`src/rtl/nexys_starship_director.sv`:
```
// Game director for the four monster FSMs: global IDLE/PLAY/OVER state, LFSR spawn
// strobes, per-direction shield timers and the saturating score counter.

module nexys_starship_shield_lane #(
  parameter int SHIELD_HOLD = 2
) (
  input  logic timer_clk,
  input  logic Reset,
  input  logic en,
  input  logic press,
  output logic active
);
  logic [3:0] cnt;

  // A press reloads rather than accumulates, so holding the button cannot stack time.
  always_ff @(posedge timer_clk or posedge Reset) begin
    if (Reset)              cnt <= '0;
    else if (!en)           cnt <= '0;
    else if (press)         cnt <= 4'(SHIELD_HOLD);
    else if (cnt != 4'd0)   cnt <= cnt - 4'd1;
  end

  assign active = (cnt != 4'd0);
endmodule

module nexys_starship_director #(
  parameter int          SHIELD_HOLD = 2,
  parameter int          RAND_THRESH = 4,
  parameter logic [15:0] LFSR_SEED   = 16'hACE1
) (
  input  logic       timer_clk,
  input  logic       Reset,
  input  logic       start_btn,
  input  logic [3:0] shield_btn,
  input  logic [3:0] monster,
  input  logic [3:0] monster_gameover,
  output logic       play_flag,
  output logic [3:0] shield,
  output logic [3:0] random,
  output logic       gameover_ctrl,
  output logic [7:0] score,
  output logic       q_Idle,
  output logic       q_Play,
  output logic       q_Over
);
  localparam logic [15:0] SEED = (LFSR_SEED == 16'h0000) ? 16'h0001 : LFSR_SEED;

  typedef enum logic [2:0] {
    IDLE = 3'b001,
    PLAY = 3'b010,
    OVER = 3'b100
  } state_t;

  state_t      state, state_nxt;
  logic [3:0]  mon_s1, mon_s2, mon_prev;
  logic [3:0]  go_s1, go_s2;
  logic [15:0] lfsr;
  logic [3:0]  rand_nxt;
  logic [3:0]  falls;
  logic [2:0]  nfalls;
  logic [8:0]  score_sum;
  logic [7:0]  score_nxt;

  // The monster FSMs run on the fast clock; bring their flags over before use.
  always_ff @(posedge timer_clk or posedge Reset) begin
    if (Reset) begin
      mon_s1   <= '0;
      mon_s2   <= '0;
      mon_prev <= '0;
      go_s1    <= '0;
      go_s2    <= '0;
    end else begin
      mon_s1   <= monster;
      mon_s2   <= mon_s1;
      mon_prev <= mon_s2;
      go_s1    <= monster_gameover;
      go_s2    <= go_s1;
    end
  end

  always_ff @(posedge timer_clk or posedge Reset) begin
    if (Reset) state <= IDLE;
    else       state <= state_nxt;
  end

  always_comb begin
    state_nxt = state;
    case (state)
      IDLE:    if (start_btn)     state_nxt = PLAY;
      PLAY:    if (go_s2 != 4'd0) state_nxt = OVER;
      OVER:    if (start_btn)     state_nxt = IDLE;
      default:                    state_nxt = IDLE;
    endcase
  end

  assign q_Idle        = state[0];
  assign q_Play        = state[1];
  assign q_Over        = state[2];
  assign play_flag     = q_Play;
  assign gameover_ctrl = q_Over;

  // Galois LFSR free-runs in every state so the spawn pattern differs per game.
  always_ff @(posedge timer_clk or posedge Reset) begin
    if (Reset) lfsr <= SEED;
    else       lfsr <= (lfsr >> 1) ^ (lfsr[0] ? 16'hB400 : 16'h0000);
  end

  for (genvar i = 0; i < 4; i++) begin : g_dir
    assign rand_nxt[i] = (state == PLAY) && (lfsr[4*i +: 4] < 4'(RAND_THRESH));

    nexys_starship_shield_lane #(.SHIELD_HOLD(SHIELD_HOLD)) u_shield (
      .timer_clk (timer_clk),
      .Reset     (Reset),
      .en        (state == PLAY),
      .press     (shield_btn[i]),
      .active    (shield[i])
    );
  end

  always_ff @(posedge timer_clk or posedge Reset) begin
    if (Reset) random <= '0;
    else       random <= rand_nxt;
  end

  // Falls on the same edge as the gameover transition still land, since state is PLAY then.
  always_comb begin
    falls     = mon_prev & ~mon_s2;
    nfalls    = 3'($countones(falls));
    score_sum = {1'b0, score} + {6'd0, nfalls};
    score_nxt = score;
    if (state == PLAY)
      score_nxt = score_sum[8] ? 8'hFF : score_sum[7:0];
    else if (state == OVER && start_btn)
      score_nxt = '0;
  end

  always_ff @(posedge timer_clk or posedge Reset) begin
    if (Reset) score <= '0;
    else       score <= score_nxt;
  end
endmodule

```
`config.mk`:
```
export PLATFORM = sky130hd
export DESIGN_NAME = nexys_starship_director
export DESIGN_NICKNAME = d
export VERILOG_FILES = /design/src/rtl/nexys_starship_director.sv
export SDC_FILE = /design/constraint.sdc
export NUM_CORES = 1
export LEC_CHECK = 0
export BUFFER_PORTS_ARGS = -buffer_cell sky130_fd_sc_hd__buf_4
export CAP_MARGIN = 30
export CORE_MARGIN = 1.5
export CORE_UTILIZATION = 45
export DETAILED_ROUTE_END_ITERATION = 6
export MAX_ROUTING_LAYER = met4
export PLACE_DENSITY = 0.64
export SYNTH_ARGS = -nofsm -noshare
export SYNTH_HDL_FRONTEND = slang
export SYNTH_SLANG_ARGS = --single-unit
```
`constraint.sdc`:
```
create_clock -name timer_clk -period 2.9 [get_ports timer_clk]
set_clock_uncertainty 0.15 [all_clocks]
set_input_delay 0.145 -clock timer_clk [delete_from_list [all_inputs] [get_ports timer_clk]]
set_output_delay 0.145 -clock timer_clk [all_outputs]
set_load 0.02 [all_outputs]
```
; After elaboration in Yosys (flattened, before gate mapping)
; Index checks and enable logic that the tools add are counted.
; W data, S select, Z words.
[totals]
out_inout_bits = 21
reg_bits = 67
[classes]
n_reduce_logical = 12
eq_ne = 10
addsub = 8
bitwise = 3
n_mux = 20
n_lt_le_gt_ge = 4
[op_table]
columns = op, count
row1 = $mux W4, 12
row2 = $mux W8, 3
row3 = $reduce_bool A4 Y1, 5
row4 = $lt A4 B3 Y1 const B, 4
row5 = $mux W16, 1
row6 = $sub A4 B1 Y4 const B, 4
row7 = $xor A15 B16 Y16, 1
row8 = $add A8 B3 Y9, 1
row9 = $mux W3, 3
row10 = $ne A3 B2 Y1 const B, 3
row11 = $pmux W3 S3, 1
row12 = $ne A2 B2 Y1 const B, 3
row13 = $logic_and A1 B1 Y1, 5
row14 = $add A1 B1 Y2, 2
row15 = $and A4 B4 Y4, 1
row16 = $not A4 Y4, 1
row17 = $add A2 B2 Y3, 1
row18 = $eq A3 B1 Y1 const B, 1
row19 = $eq A3 B2 Y1 const B, 1
row20 = $eq A3 B3 Y1 const B, 1
row21 = $ne A3 B3 Y1 const B, 1
row22 = $reduce_and A3 Y1, 1
row23 = $reduce_bool A2 Y1, 1

; Logic depth before layout (Yosys ltp)
; Gate-level depths: netlist of run 1.
[logic_depth]
word_depth = 7
ltp_mapped = 9
depth_no_buf = 9

; Cells and area by module
; Synthesis of run 1 repeated with hierarchy kept, for this count alone.
[unflattened]
hier_cells = 214
area_unflattened_um2 = 2653.8
[modules_own_cells]
columns = module, seq_area_each_um2, area_per_inst_um2, cells_per_inst, n_inst
row1 = nexys_starship_director, 1287.5, 1793.0, 126, 1
row2 = nexys_starship_shield_lane, 100.1, 215.2, 22, 4

; Worst setup path before layout of run 1
; Ideal clock, no wire load.
[synth_path]
path_kind = flip-flop to flip-flop
startpoint = register score[0]
endpoint = register score[1]
path_buffers = 0
period_less_slack_ps = 2723
stages_incl_launch_ff = 10
t_arrival_ps = 2491
required_ps = 2668
slack_ps = 177
cell_sequence = dfrtp_1 > inv_1 > fa_1 > fa_1 > inv_1 > fa_1 > nand3_2 > or3_1 > nor2b_1 > o22ai_1
[synth_via]
elab_chain_cells = 3
[synth_rtl]
columns = element, line_no
row1 = "start, declared", 41  ; output logic [7:0] score,
row2 = "start signal, assigned", 139  ; else score <= score_nxt;
row3 = $add A8 B3 Y9, 129  ; score_sum = {1'b0, score} + {6'd0, nfalls};
row4 = $mux W8, 132  ; score_nxt = score_sum[8] ? 8'hFF : score_sum[7:0];
row5 = $mux W8, 131  ; if (state == PLAY)
; No other way between the ends.
; A chain may end at the register's enable or synchronous reset.

; Worst setup path in the final report of run 1
[layout_path]
startpoint = register mon_s2[2]
endpoint = register score[1]
[layout_via]
elab_chain_cells = 7
[layout_rtl]
columns = element, line_no
row1 = "start, declared", 55  ; logic [3:0] mon_s1, mon_s2, mon_prev;
row2 = "start signal, assigned", 74  ; mon_s2 <= mon_s1;
row3 = $not A4 Y4, 127  ; falls = mon_prev & ~mon_s2;
row4 = $and A4 B4 Y4, 127
row5 = $add A1 B1 Y2 (implied by the code), 128  ; nfalls = 3'($countones(falls));
row6 = $add A2 B2 Y3 (implied by the code), 128
row7 = $add A8 B3 Y9, 129
row8 = $mux W8, 132
row9 = $mux W8, 131
; No other way between the ends.

==> results of run 1 <==
-- worst max-delay path, delay by kind of cell (launching register included) --
family | cells | cell delay, ps
DFF | 1 | 370
and+or+nand+nor | 4 | 840
adders and majority gates | 3 | 1110
buffers and inverters | 1 | 90
AOI/OAI and AO/OA | 1 | 110
-- routing by layer --
metal,GRT usage,share of wire,vias up
met5,-,0,-
met4,0.0983,0.021,0
met3,0.0341,0.029,7
met2,0.236,0.49,31
met1,0.181,0.46,825
li1,-,-,837
-- where the power goes --
group	internal, mW	switching [mW]
sequential	1.03	0.0979
combinational	0.286	0.362
clock	0.464	0.329
total	1.78	0.789
-- final timing paths --
check / to / slack, ps
worst min register to register: lfsr[3]$_DFF_PP0_ / 200
worst min-delay path: lfsr[3]$_DFF_PP0_ / 200
max in group asynchronous: mon_s1[2]$_DFF_PP0_ / 1630
min in group asynchronous: g_dir[2].u_shield.cnt[1]$_DFFE_PP0P_ / 460
worst max register to register: score[1]$_DFFE_PP0P_ / 150
worst max-delay path: score[1]$_DFFE_PP0P_ / 150
-- layout by cell type (no fill, tap or decap), drive strengths merged, types with 3 or more instances in the layout --
cell	count
nand3	3
or3	5
xnor2	5
o21ai	9
clkbuf	12
dlygate4sd3	14
nor3b	3
a21oi	15
nand2	5
nor2	10
ha	5
dfrtp	58
nor2b	3
nor3	19
or3b	3
buf	38
inv	19
fa	3
xor2	3
nand2b	4
dfstp	9
-- cell families after synthesis --
| group | after synthesis | share of synthesized area |
|---|---|---|
| flops | 67 | 0.630 |
| fa+ha+maj | 8 | 0.0458 |
| compound gates | 41 | 0.0995 |
| buf+inv | 31 | 0.0579 |
| simple gates | 59 | 0.128 |
| mux | 3 | 0.0121 |
| xor+xnor | 8 | 0.0262 |
-- stage by stage --
step	std cells	utilization	setup WS, ps	cell area [um2]	hold WS [ps]
finish	345	0.594	153	3330	198
global route	345	0.594	5.42	3330	201
CTS	344	0.591	27.8	3310	198
detailed placement	314	0.528	55.4	2960	105
global placement	314	0.528	104	2960	104
floorplan	217	-	177	2680	26.4
-- cell type report --
type                       count  area [um2]
fill                         475        2280
sequential                    67        1690
multi-input combinational    119         845
timing repair buffer          52         425
clock buffer                  12         165
tap                           72        90.1
inverter                      19        71.3
clock inverter                 4        47.5
-- what timing repair did --
action                                  in CTS  in global routing
hold endpoints to repair                    85                  0
endpoints found under the setup margin       0                  5
hold buffers                                14                  0
buffers inserted                             0                  1
gates resized for setup                      0                  3
==> metrics.md, run 1 <==
| Metric | Value |
|---|---|
| Routability Congestion | a little under 0.8 |
| Max-Cap Viols | 0 |
| CP startpoint kind | flop |
| Num ports | 36 |
| Critical-path top delay cell | fa_1 |
| First-pass GRT wire length | 7.14 mm |
| Max incr delay on CP | 490 ps |
| Rows | 27 |
| Asr flop ratio synth | 1.00 |
| CTS clk-pin slew, worst paths | around 70 ps |
| Core ar. | about 5600 um2 |
| CTS tree | done |
| Hold Vio Cnt, Final | 0 |
| Synth Warn # | 0 |
| Largest area contributor in the synthesized netlist | dfrtp_1 |
| Inserted Clock Buffers | 9 |
| Die area | 6420 um2 |
| Wirelength per Cell | about 12 um |
| Net count, final | 291 |
| Die Y | 80.1 um |
| Regs by FF count | g_dir.u_shield.cnt (16), lfsr (16), score (8) |
| Slew Limit Headroom | 0.427 |
| Final slew viol count | 0 |
| CP startpoint | mon_s2[2]$_DFF_PP0_ |
| Largest net degree at the start of global routing | 68 |
| Mapped cell area | 2680 um2 |
| Syn_area_per_cell | between 10 and 15 um2 |
| Number of routed nets with antenna violations | 0 |
| Drt via density | 4.93 |
| Worst Hold Launch | lfsr[4]$_DFF_PP0_ |
| # DRC | 0 |
| Vias in the first global route | 1643 |
| Number of port buffers | 35 |
| Synth area leaders | dfrtp_1, dfstp_2, nor3_1 |
| Min Tclk post-route | about 2700 ps |
| Synth unique cells | 44 |
| DRT Wirelength | between 4 and 5 mm |
| Hold Path Class | flop to flop |
| Clock buffer depth | 2 |
| Setup TNS Final | 0 ps |
| Worst r2r path cells | 9 |
| Period utilisation layout | 0.947 |
| Most instantiated cells after synthesis | dfrtp_1, inv_1, nor3_1 |
| Worst Path Arrival | 2830 ps |
| Top cell type's share of synthesized area | 0.542 |
| Register area share after synthesis | 0.630 |
| Antenna diode count | 0 |
| Worst Path Class, Setup | flop to flop |
| Hold Path Stages | 0 |
| Post-Synthesis Net Count | 240 |
| Post-Syn Instances | 217 |
| Share of layout cells above drive strength 1 | 0.275 |
| 1st-iter DRT viols | a little under 90 |
| Unrepaired setup endpoints after global routing | no |
| P per Cell Area | about 770 nW/um2 |
| Power, Total | 2.57 mW |
| Crit path max fanout | 5 |
| Grt ovf | 0 |
| Clock sink total | 67 |
| Crit-path cells | nand2b_1, fa_1, fa_2, inv_1, fa_2, nand3_2, or3_4, nor2b_1, o22ai_1 |
| Worst-margin pin slew | approximately 860 ps |
| Leakage | 1.57 nW |
| Top-count cell post-synth | dfrtp_1 |
| Clock latency on the worst-skew pair | between 300 and 400 ps |
| Dpl hpwl | ~2.6 mm |
| Final Setup Violations | 0 |
| DRT Pass-1 Iters | 4 |
| Via count of the routed design | 1700 |
| Tot GR Track Use | 0.153 |
| Worst IR Drop VDD | roughly 0.43 mV |
| FF+latch count, synth | 67 |
| Post-synth EDFFs | 0 |
| Outcome | completed |
| CP endpoint kind | flop |
| CP dominant cell by count | fa_2 |
| CP required | just under 3000 ps |
| Ys flop type | dfrtp_1 |
| Worst r2r src | mon_s2[2]$_DFF_PP0_ |
| Initial Utilization | 0.477 |
| Antenna violations before repair | 0 |
| CTS H-tree depth | 3 |
| FMAX | 364 MHz |
| Clock root buffer master | clkbuf_8 |
| Area delta synth->final | 24.4% |
| Die X | between 80 and 90 um |
No activity file was read; power rests on OpenSTA's default activity.
==> run 2: changes to the inputs <==
SYNTH_HIERARCHICAL = 1   (was not set)
==> run 2 against run 1 <==
Net effect: sequential cell count is the same; count of clock-buffer cells in the layout grew 2; hold slack lost 49 ps; sequential share of layout area grew 0.69 points; synthesized cell count shrank 1.4%; worst setup slack gained 3.5 ps; total power shrank 12%; design area shrank 1.4%; critical path type unchanged.
==> metrics.md, run 2 <==
| Metric | Value |
|---|---|
| Outcome | completed (unchanged) |
| Post-synth EDFFs | 0 (unchanged) |
| Critical-path top delay cell | fa_1 (unchanged) |
| Worst-margin pin slew | 518 ps (was 859 ps) |
| DP Area | 2980 um2 (was 2960 um2) |
| Vias in the first global route | 1671 (was 1643) |
| Crit path max fanout | 5 (unchanged) |
| Tot GR Track Use | 0.153 (about the same) |
| Antenna diode count | 0 (unchanged) |
| Most instantiated cells after synthesis | dfrtp_1, inv_1, nor2_1 (was dfrtp_1, inv_1, nor3_1) |
| Final slew viol count | 0 (unchanged) |
| Post-Synthesis Net Count | 237 (was 240) |
| Period utilisation layout | 0.946 (was 0.947) |
| Unrepaired setup endpoints after global routing | no (unchanged) |
| Area delta synth->final | 23.9% (was 24.4%) |
| # Post-CTS Setup Buffers | 0 (unchanged) |
| DRT Wirelength | 4.10 mm (was 4.12 mm) |
| First-pass GRT wire length | 7.03 mm (was 7.14 mm) |
| Critical register-to-register path endpoint | score[5]$_DFFE_PP0P_ (was score[1]$_DFFE_PP0P_) |
| CP dominant cell by count | fa_1 (was fa_2) |
| Rows | 27 (unchanged) |
| Clock buffer depth | 2 (unchanged) |
| Register area share after synthesis | 0.636 (was 0.630) |
| Met3 Use GR | 0.0377 (was 0.0341) |
| CP startpoint kind | flop (unchanged) |
| Most Used Layer, Global Route | met2 (unchanged) |
| Dpl hpwl | 2.89 mm (was 2.64 mm) |
| Die area | 6370 um2 (was 6420 um2) |
| # DRC | 0 (unchanged) |
| Mapped cell area | 2650 um2 (was 2680 um2) |
| FMAX | 365 MHz (was 364 MHz) |
| Met1 Usage GRT | 0.177 (was 0.181) |
| CP required | 2970 ps (was 2980 ps) |
| M2 GR Usage | 0.240 (was 0.236) |
| Synth unique cells | 38 (was 44) |
| Worst r2r src | mon_s2[0]$_DFF_PP0_ (was mon_s2[2]$_DFF_PP0_) |
| Crit-path cells | nand2b_1, fa_1, fa_1, inv_1, fa_1, and4_2, nand2b_1, o21ai_0, o2bb2ai_1 (was nand2b_1, fa_1, fa_2, inv_1, fa_2, nand3_2, or3_4, nor2b_1, o22ai_1) |
| Post-Syn Instances | 214 (was 217) |
| Top cell type's share of synthesized area | 0.547 (was 0.542) |
| Leakage | 1.58 nW (was 1.57 nW) |
| Antenna violations before repair | 0 (unchanged) |
| Hold Vio Cnt, Final | 0 (unchanged) |
| Hold_ws | 148 ps (was 198 ps) |
| CTS tree | done (unchanged) |
| Initial Utilization | 0.473 (was 0.477) |
| Min Tclk post-route | 2740 ps (was 2750 ps) |
| FF+latch count, synth | 67 (unchanged) |
| Ys flop type | dfrtp_1 (unchanged) |
| Worst Path Class, Setup | flop to flop (unchanged) |
| CTS H-tree depth | 3 (unchanged) |
| Number of port buffers | 35 (unchanged) |
| DRT Pass-1 Iters | 4 (unchanged) |
| Largest area contributor in the synthesized netlist | dfrtp_1 (unchanged) |
| Max incr delay on CP | 540 ps (was 490 ps) |
| Inserted Clock Buffers | 9 (unchanged) |
| Routability Congestion | 0.747 (was 0.794) |
| Worst r2r path cells | 9 (unchanged) |
| Regs by FF count | g_dir.u_shield/cnt (16), lfsr (16), score (8) (was g_dir.u_shield.cnt (16), lfsr (16), score (8)) |
| Asr flop ratio synth | 1.00 (unchanged) |
| Share of layout cells above drive strength 1 | 0.249 (was 0.275) |
| Hold Path Class | input pin to async pin (was flop to flop) |
| Die X | 79.8 um (was 80.1 um) |
| Commonest non-fill, non-tap cells in the layout | dfrtp_1, buf_4, inv_1, nor2_1, dlygate4sd3_1 (was dfrtp_1, buf_4, nor3_1) |
| Commonest non-fill, non-tap cell in the layout | dfrtp_1 (unchanged) |
| Die Y | 79.8 um (was 80.1 um) |
| Util after Layout | 0.586 (was 0.594) |
| Drt via density | 4.82 (was 4.93) |
| Num ports | 36 (unchanged) |
| Worst Path Arrival | 2810 ps (was 2830 ps) |
| Synth Warn # | 6 (was 0) |
| CTS clk-pin slew, worst paths | 70 ps (about the same) |
| R2r setup slk | 160 ps (was 150 ps) |
| Final Setup Violations | 0 (unchanged) |
| Worst IR Drop VDD | 0.444 mV (was 0.426 mV) |
| Core ar. | 5610 um2 (unchanged) |
| Clock root buffer master | clkbuf_8 (unchanged) |
| Setup TNS Final | 0 ps (unchanged) |
| P per Cell Area | 688 nW/um2 (was 772 nW/um2) |
| CP endpoint kind | flop (unchanged) |
| Number of routed nets with antenna violations | 0 (unchanged) |
| Largest net degree at the start of global routing | 28 (was 68) |
| Top-count cell post-synth | dfrtp_1 (unchanged) |
| Clock latency on the worst-skew pair | 330 ps (about the same) |
| 1st-iter DRT viols | 66 (was 87) |
| Max-Cap Viols | 0 (unchanged) |
| Wirelength per Cell | 11.9 um (about the same) |
| Clock sink total | 67 (unchanged) |
| Syn_area_per_cell | 12.4 um2 (was 12.3 um2) |
| Grt ovf | 0 (unchanged) |
| Synth area leaders | dfrtp_1, dfstp_2, mux2i_1 (was dfrtp_1, dfstp_2, nor3_1) |
| Post-route design area | 3290 um2 (was 3330 um2) |
| Slew Limit Headroom | 0.654 (was 0.427) |
| Net count, final | 291 (unchanged) |
| Via count of the routed design | 1663 (was 1700) |
run 2: cell count changes after synthesis, moves of 7 or more:
cell and delta:
mux2i_1 +7, nand2b_1 +8, nor3_1 -10, nor2_1 +10, a21oi_1 -7
run 2: logic make-up after synthesis:
group	after synthesis	share of synthesized area
adders and majority gates	8	0.0462
xor gates and xnor gates	7	0.0231
AOI/OAI and AO/OA	31	0.0811
DFF	67	0.636
muxes	12	0.0471
buffers and inverters	30	0.0500
and+or+nand+nor	59	0.116
run 2: metal layers:
layer / wire [um] / up-vias / share of wire
li1: - / 814 / -
met1: 1870 / 807 / 0.46
met2: 1980 / 35 / 0.48
met3: 172 / 7 / 0.042
met4: 78 / 0 / 0.019
met5: 0 / - / 0
run 2: area by class of cell:
type / instances / area [um2]
tap: 72 / 90.1
clock inverter: 2 / 12.5
inverter: 23 / 86.3
timing repair buffer: 50 / 423
multi-input combinational: 117 / 835
fill: 490 / 2320
sequential: 67 / 1690
clock buffer: 14 / 153
run 2: worst max path at each step:
stage	start	to	slack, ps
2_1_floorplan	score[0]$_DFFE_PP0P_	score[5]$_DFFE_PP0P_	280
6_report	mon_s2[0]$_DFF_PP0_	score[5]$_DFFE_PP0P_	160
4_1_cts	mon_s2[0]$_DFF_PP0_	score[2]$_DFFE_PP0P_	140
3_3_place_gp	mon_s2[0]$_DFF_PP0_	score[1]$_DFFE_PP0P_	220
3_5_place_dp	mon_s2[0]$_DFF_PP0_	score[3]$_DFFE_PP0P_	150
5_1_grt	mon_s2[0]$_DFF_PP0_	score[0]$_DFFE_PP0P_	7
run 2: timing repair:
item	CTS	global route
endpoints found under the hold margin	65	0
gates resized for setup	0	1
endpoints found under the setup margin	0	3
hold buffers	14	0
run 2: metrics by stage:
stage | setup WS (ps) | std cells | power (mW)
2_1_floorplan | 283 | 214 | 1.46
3_3_place_gp | 222 | 314 | 1.62
3_5_place_dp | 152 | 315 | 1.64
4_1_cts | 136 | 345 | 2.30
5_1_grt | 7.29 | 345 | 2.40
6_report | 157 | 345 | 2.26
run 2: critical path: cells and delay by family, from the launching register on:
family	cells	cell delay, ps
flops	1	380
buf+inv	1	60
simple gates	3	620
compound gates	2	250
fa+ha+maj	3	1180
run 2: report_power, final:
part,internal [mW],switching (mW),leakage [nW]
sequential,1.02,0.0752,0.851
combinational,0.243,0.291,0.644
clock,0.333,0.305,0.0807
==> run 3: changes to the inputs <==
CELL_PAD_IN_SITES_DETAIL_PLACEMENT = 1   (was not set)
CELL_PAD_IN_SITES_GLOBAL_PLACEMENT = 1   (was not set)
GPL_ROUTABILITY_DRIVEN = 0   (was not set)
PLACE_DENSITY = 0.76   (was 0.64)
==> run 3 against run 2 <==
Net effect: critical path depth unchanged; first-iteration DRC count decreased by 52%; register-to-register slack worse by 60 ps; routed wire length is 27% higher; critical path type unchanged; critical endpoint is now score[3]$_DFFE_PP0P_; largest power group unchanged; highest routed layer unchanged.
==> metrics.md, run 3 (synthesis gave the netlist of run 2 again) <==
| Metric | Value |
|---|---|
| Outcome | completed (unchanged) |
| CP endpoint kind | flop (unchanged) |
| Dpl hpwl | 3.54 mm (was 2.89 mm) |
| Die X | 79.8 um (unchanged) |
| Number of routed nets with antenna violations | 0 (unchanged) |
| Via count of the routed design | 1695 (was 1663) |
| Initial Utilization | 0.473 (unchanged) |
| Top layer used by detailed routing | met4 (unchanged) |
| Number of port buffers | 35 (unchanged) |
| FMAX | 357 MHz (was 365 MHz) |
| Max incr delay on CP | 490 ps (was 540 ps) |
| Max-Cap Viols | 0 (unchanged) |
| Hold Path Class | input pin to async pin (unchanged) |
| Crit path max fanout | 5 (unchanged) |
| Area of the multi-input gates | 838 um2 (was 835 um2) |
| Critical path buffers and inverters | 1 (unchanged) |
| P per Cell Area | 750 nW/um2 (was 688 nW/um2) |
| Largest net degree at the start of global routing | 29 (was 28) |
| Final slew viol count | 0 (unchanged) |
| CTS clk-pin slew, worst paths | 70 ps (about the same) |
| Wirelength per Cell | 15.1 um (was 11.9 um) |
| DRT Pass-1 Iters | 4 (unchanged) |
| Clock sink total | 67 (unchanged) |
| Clock buffer depth | 2 (unchanged) |
| Antenna violations before repair | 0 (unchanged) |
| Final Setup Violations | 0 (unchanged) |
| Worst Path Class, Setup | flop to flop (unchanged) |
| Met1 WL | 2.20 mm (was 1.87 mm) |
| Crit-path cells | nand2b_1, fa_1, fa_1, inv_1, fa_2, and4_4, nand2b_1, o21ai_0, o2bb2ai_1 (was nand2b_1, fa_1, fa_1, inv_1, fa_1, and4_2, nand2b_1, o21ai_0, o2bb2ai_1) |
| Antenna diode count | 0 (unchanged) |
| DRT Wirelength | 5.22 mm (was 4.10 mm) |
| Clock root buffer master | clkbuf_8 (unchanged) |
| Tot GR Track Use | 0.193 (was 0.153) |
| Worst Path Arrival | 2900 ps (was 2810 ps) |
| CP required | 2990 ps (was 2970 ps) |
| Area delta synth->final | 26.4% (was 23.9%) |
| # fillers | 586 (was 490) |
| Share of layout cells above drive strength 1 | 0.264 (was 0.249) |
| Inserted Clock Buffers | 9 (unchanged) |
| Hold Vio Cnt, Final | 0 (unchanged) |
| Finished Layout Cells | 345 (unchanged) |
| Rows | 27 (unchanged) |
| Die area | 6370 um2 (unchanged) |
| Unrepaired setup endpoints after global routing | no (unchanged) |
| Core ar. | 5610 um2 (unchanged) |
| Period utilisation layout | 0.966 (was 0.946) |
| First-pass GRT wire length | 8.73 mm (was 7.03 mm) |
| Commonest non-fill, non-tap cells in the layout | dfrtp_1, buf_4, inv_1, nor2_1, dlygate4sd3_1 (unchanged) |
| Net count, final | 291 (unchanged) |
| CP startpoint kind | flop (unchanged) |
| 1st-iter DRT viols | 32 (was 66) |
| Slew Limit Headroom | 0.662 (was 0.654) |
| Vias in the first global route | 1910 (was 1671) |
| Min Tclk post-route | 2800 ps (was 2740 ps) |
| Drt via density | 4.91 (was 4.82) |
| Register area | 1690 um2 (unchanged) |
| CTS H-tree depth | 3 (unchanged) |
| Num ports | 36 (unchanged) |
| Delay-heaviest family, CP | adder cells (unchanged) |
| CTS tree | done (unchanged) |
| DR WL met2 | 2.80 mm (was 1.98 mm) |
| Setup TNS Final | 0 ps (unchanged) |
| Grt ovf | 0 (unchanged) |
| Regs by FF count | g_dir.u_shield/cnt (16), lfsr (16), score (8) (unchanged) |
| Clock latency on the worst-skew pair | 340 ps (was 330 ps) |
| Worst-margin pin slew | 507 ps (was 518 ps) |
| Met3 wire length | 165 um (was 172 um) |
| # DRC | 0 (unchanged) |
| Leakage | 1.61 nW (was 1.58 nW) |
| Die Y | 79.8 um (unchanged) |
| Critical-path top delay cell | fa_1 (unchanged) |
| DP Cell Count | 315 (unchanged) |
| # Post-CTS Setup Buffers | 0 (unchanged) |
| Worst IR Drop VDD | 0.423 mV (was 0.444 mV) |
| Commonest non-fill, non-tap cell in the layout | dfrtp_1 (unchanged) |
## run 3: cell count changes in the layout (fill, tap and decap cells not counted), sizes merged
cell	change
bufinv	+2
clkbuf	-2
## run 3: routing by layer
metal | up-vias | global-route usage
met1 | 848 | 0.215
met2 | 32 | 0.329
met3 | 4 | 0.0594
met5 | - | -
met4 | 0 | 0.0672
li1 | 811 | -
## run 3: worst paths after layout
path / from / endpoint / slack [ps] / depth (start not counted)
setup / recovery: mon_s2[0]$_DFF_PP0_ / score[3]$_DFFE_PP0P_ / 100 / 9
hold / removal: Reset / g_dir[3].u_shield/cnt[2]$_DFFE_PP0P_ / 140 / 3
setup reg to reg: mon_s2[0]$_DFF_PP0_ / score[3]$_DFFE_PP0P_ / 100 / 9
hold reg to reg: mon_s1[1]$_DFF_PP0_ / mon_s2[1]$_DFF_PP0_ / 200 / 0
max in group asynchronous: Reset / lfsr[11]$_DFF_PP1_ / 1710 / 4
min in group timer_clk: mon_s1[1]$_DFF_PP0_ / mon_s2[1]$_DFF_PP0_ / 200 / 0
## run 3: timing repair
action | 4_1_cts | 5_1_grt
gates resized for setup | 0 | 3
hold buffers | 14 | 0
endpoints found under the hold margin | 63 | 0
setup endpoints to repair | 0 | 5
## run 3: stage by stage
stage	setup WS [ps]	instance area, um2	hold WS, ps	util	total power, mW
after global placement	215	2960	-73.6	0.528	1.63
final	98.3	3350	140	0.598	2.51
after CTS	2.16	3350	116	0.597	2.55
after global routing	21.7	3350	151	0.598	2.65
after detailed placement	44.9	2980	-70.6	0.531	1.65
after floorplan	283	2650	-239	-	1.46
## run 3: report_power, final
part | switching [mW] | internal [mW] | leakage (nW) | total [mW]
sequential | 0.0779 | 1.02 | 0.851 | 1.09
combinational | 0.311 | 0.247 | 0.643 | 0.558
clock | 0.333 | 0.530 | 0.113 | 0.863
## run 3: worst min-delay path, delay by kind of cell
kind,cells,cell delay [ps]
buffers and inverters,3,830
## run 3: final cells by class
cell class | instances | area share
sequential | 67 | 0.503
multi-input combinational | 117 | 0.250
timing repair buffer | 50 | 0.126
clock buffer | 12 | 0.0463
tap | 72 | 0.0269
inverter | 23 | 0.0257
clock inverter | 4 | 0.0216
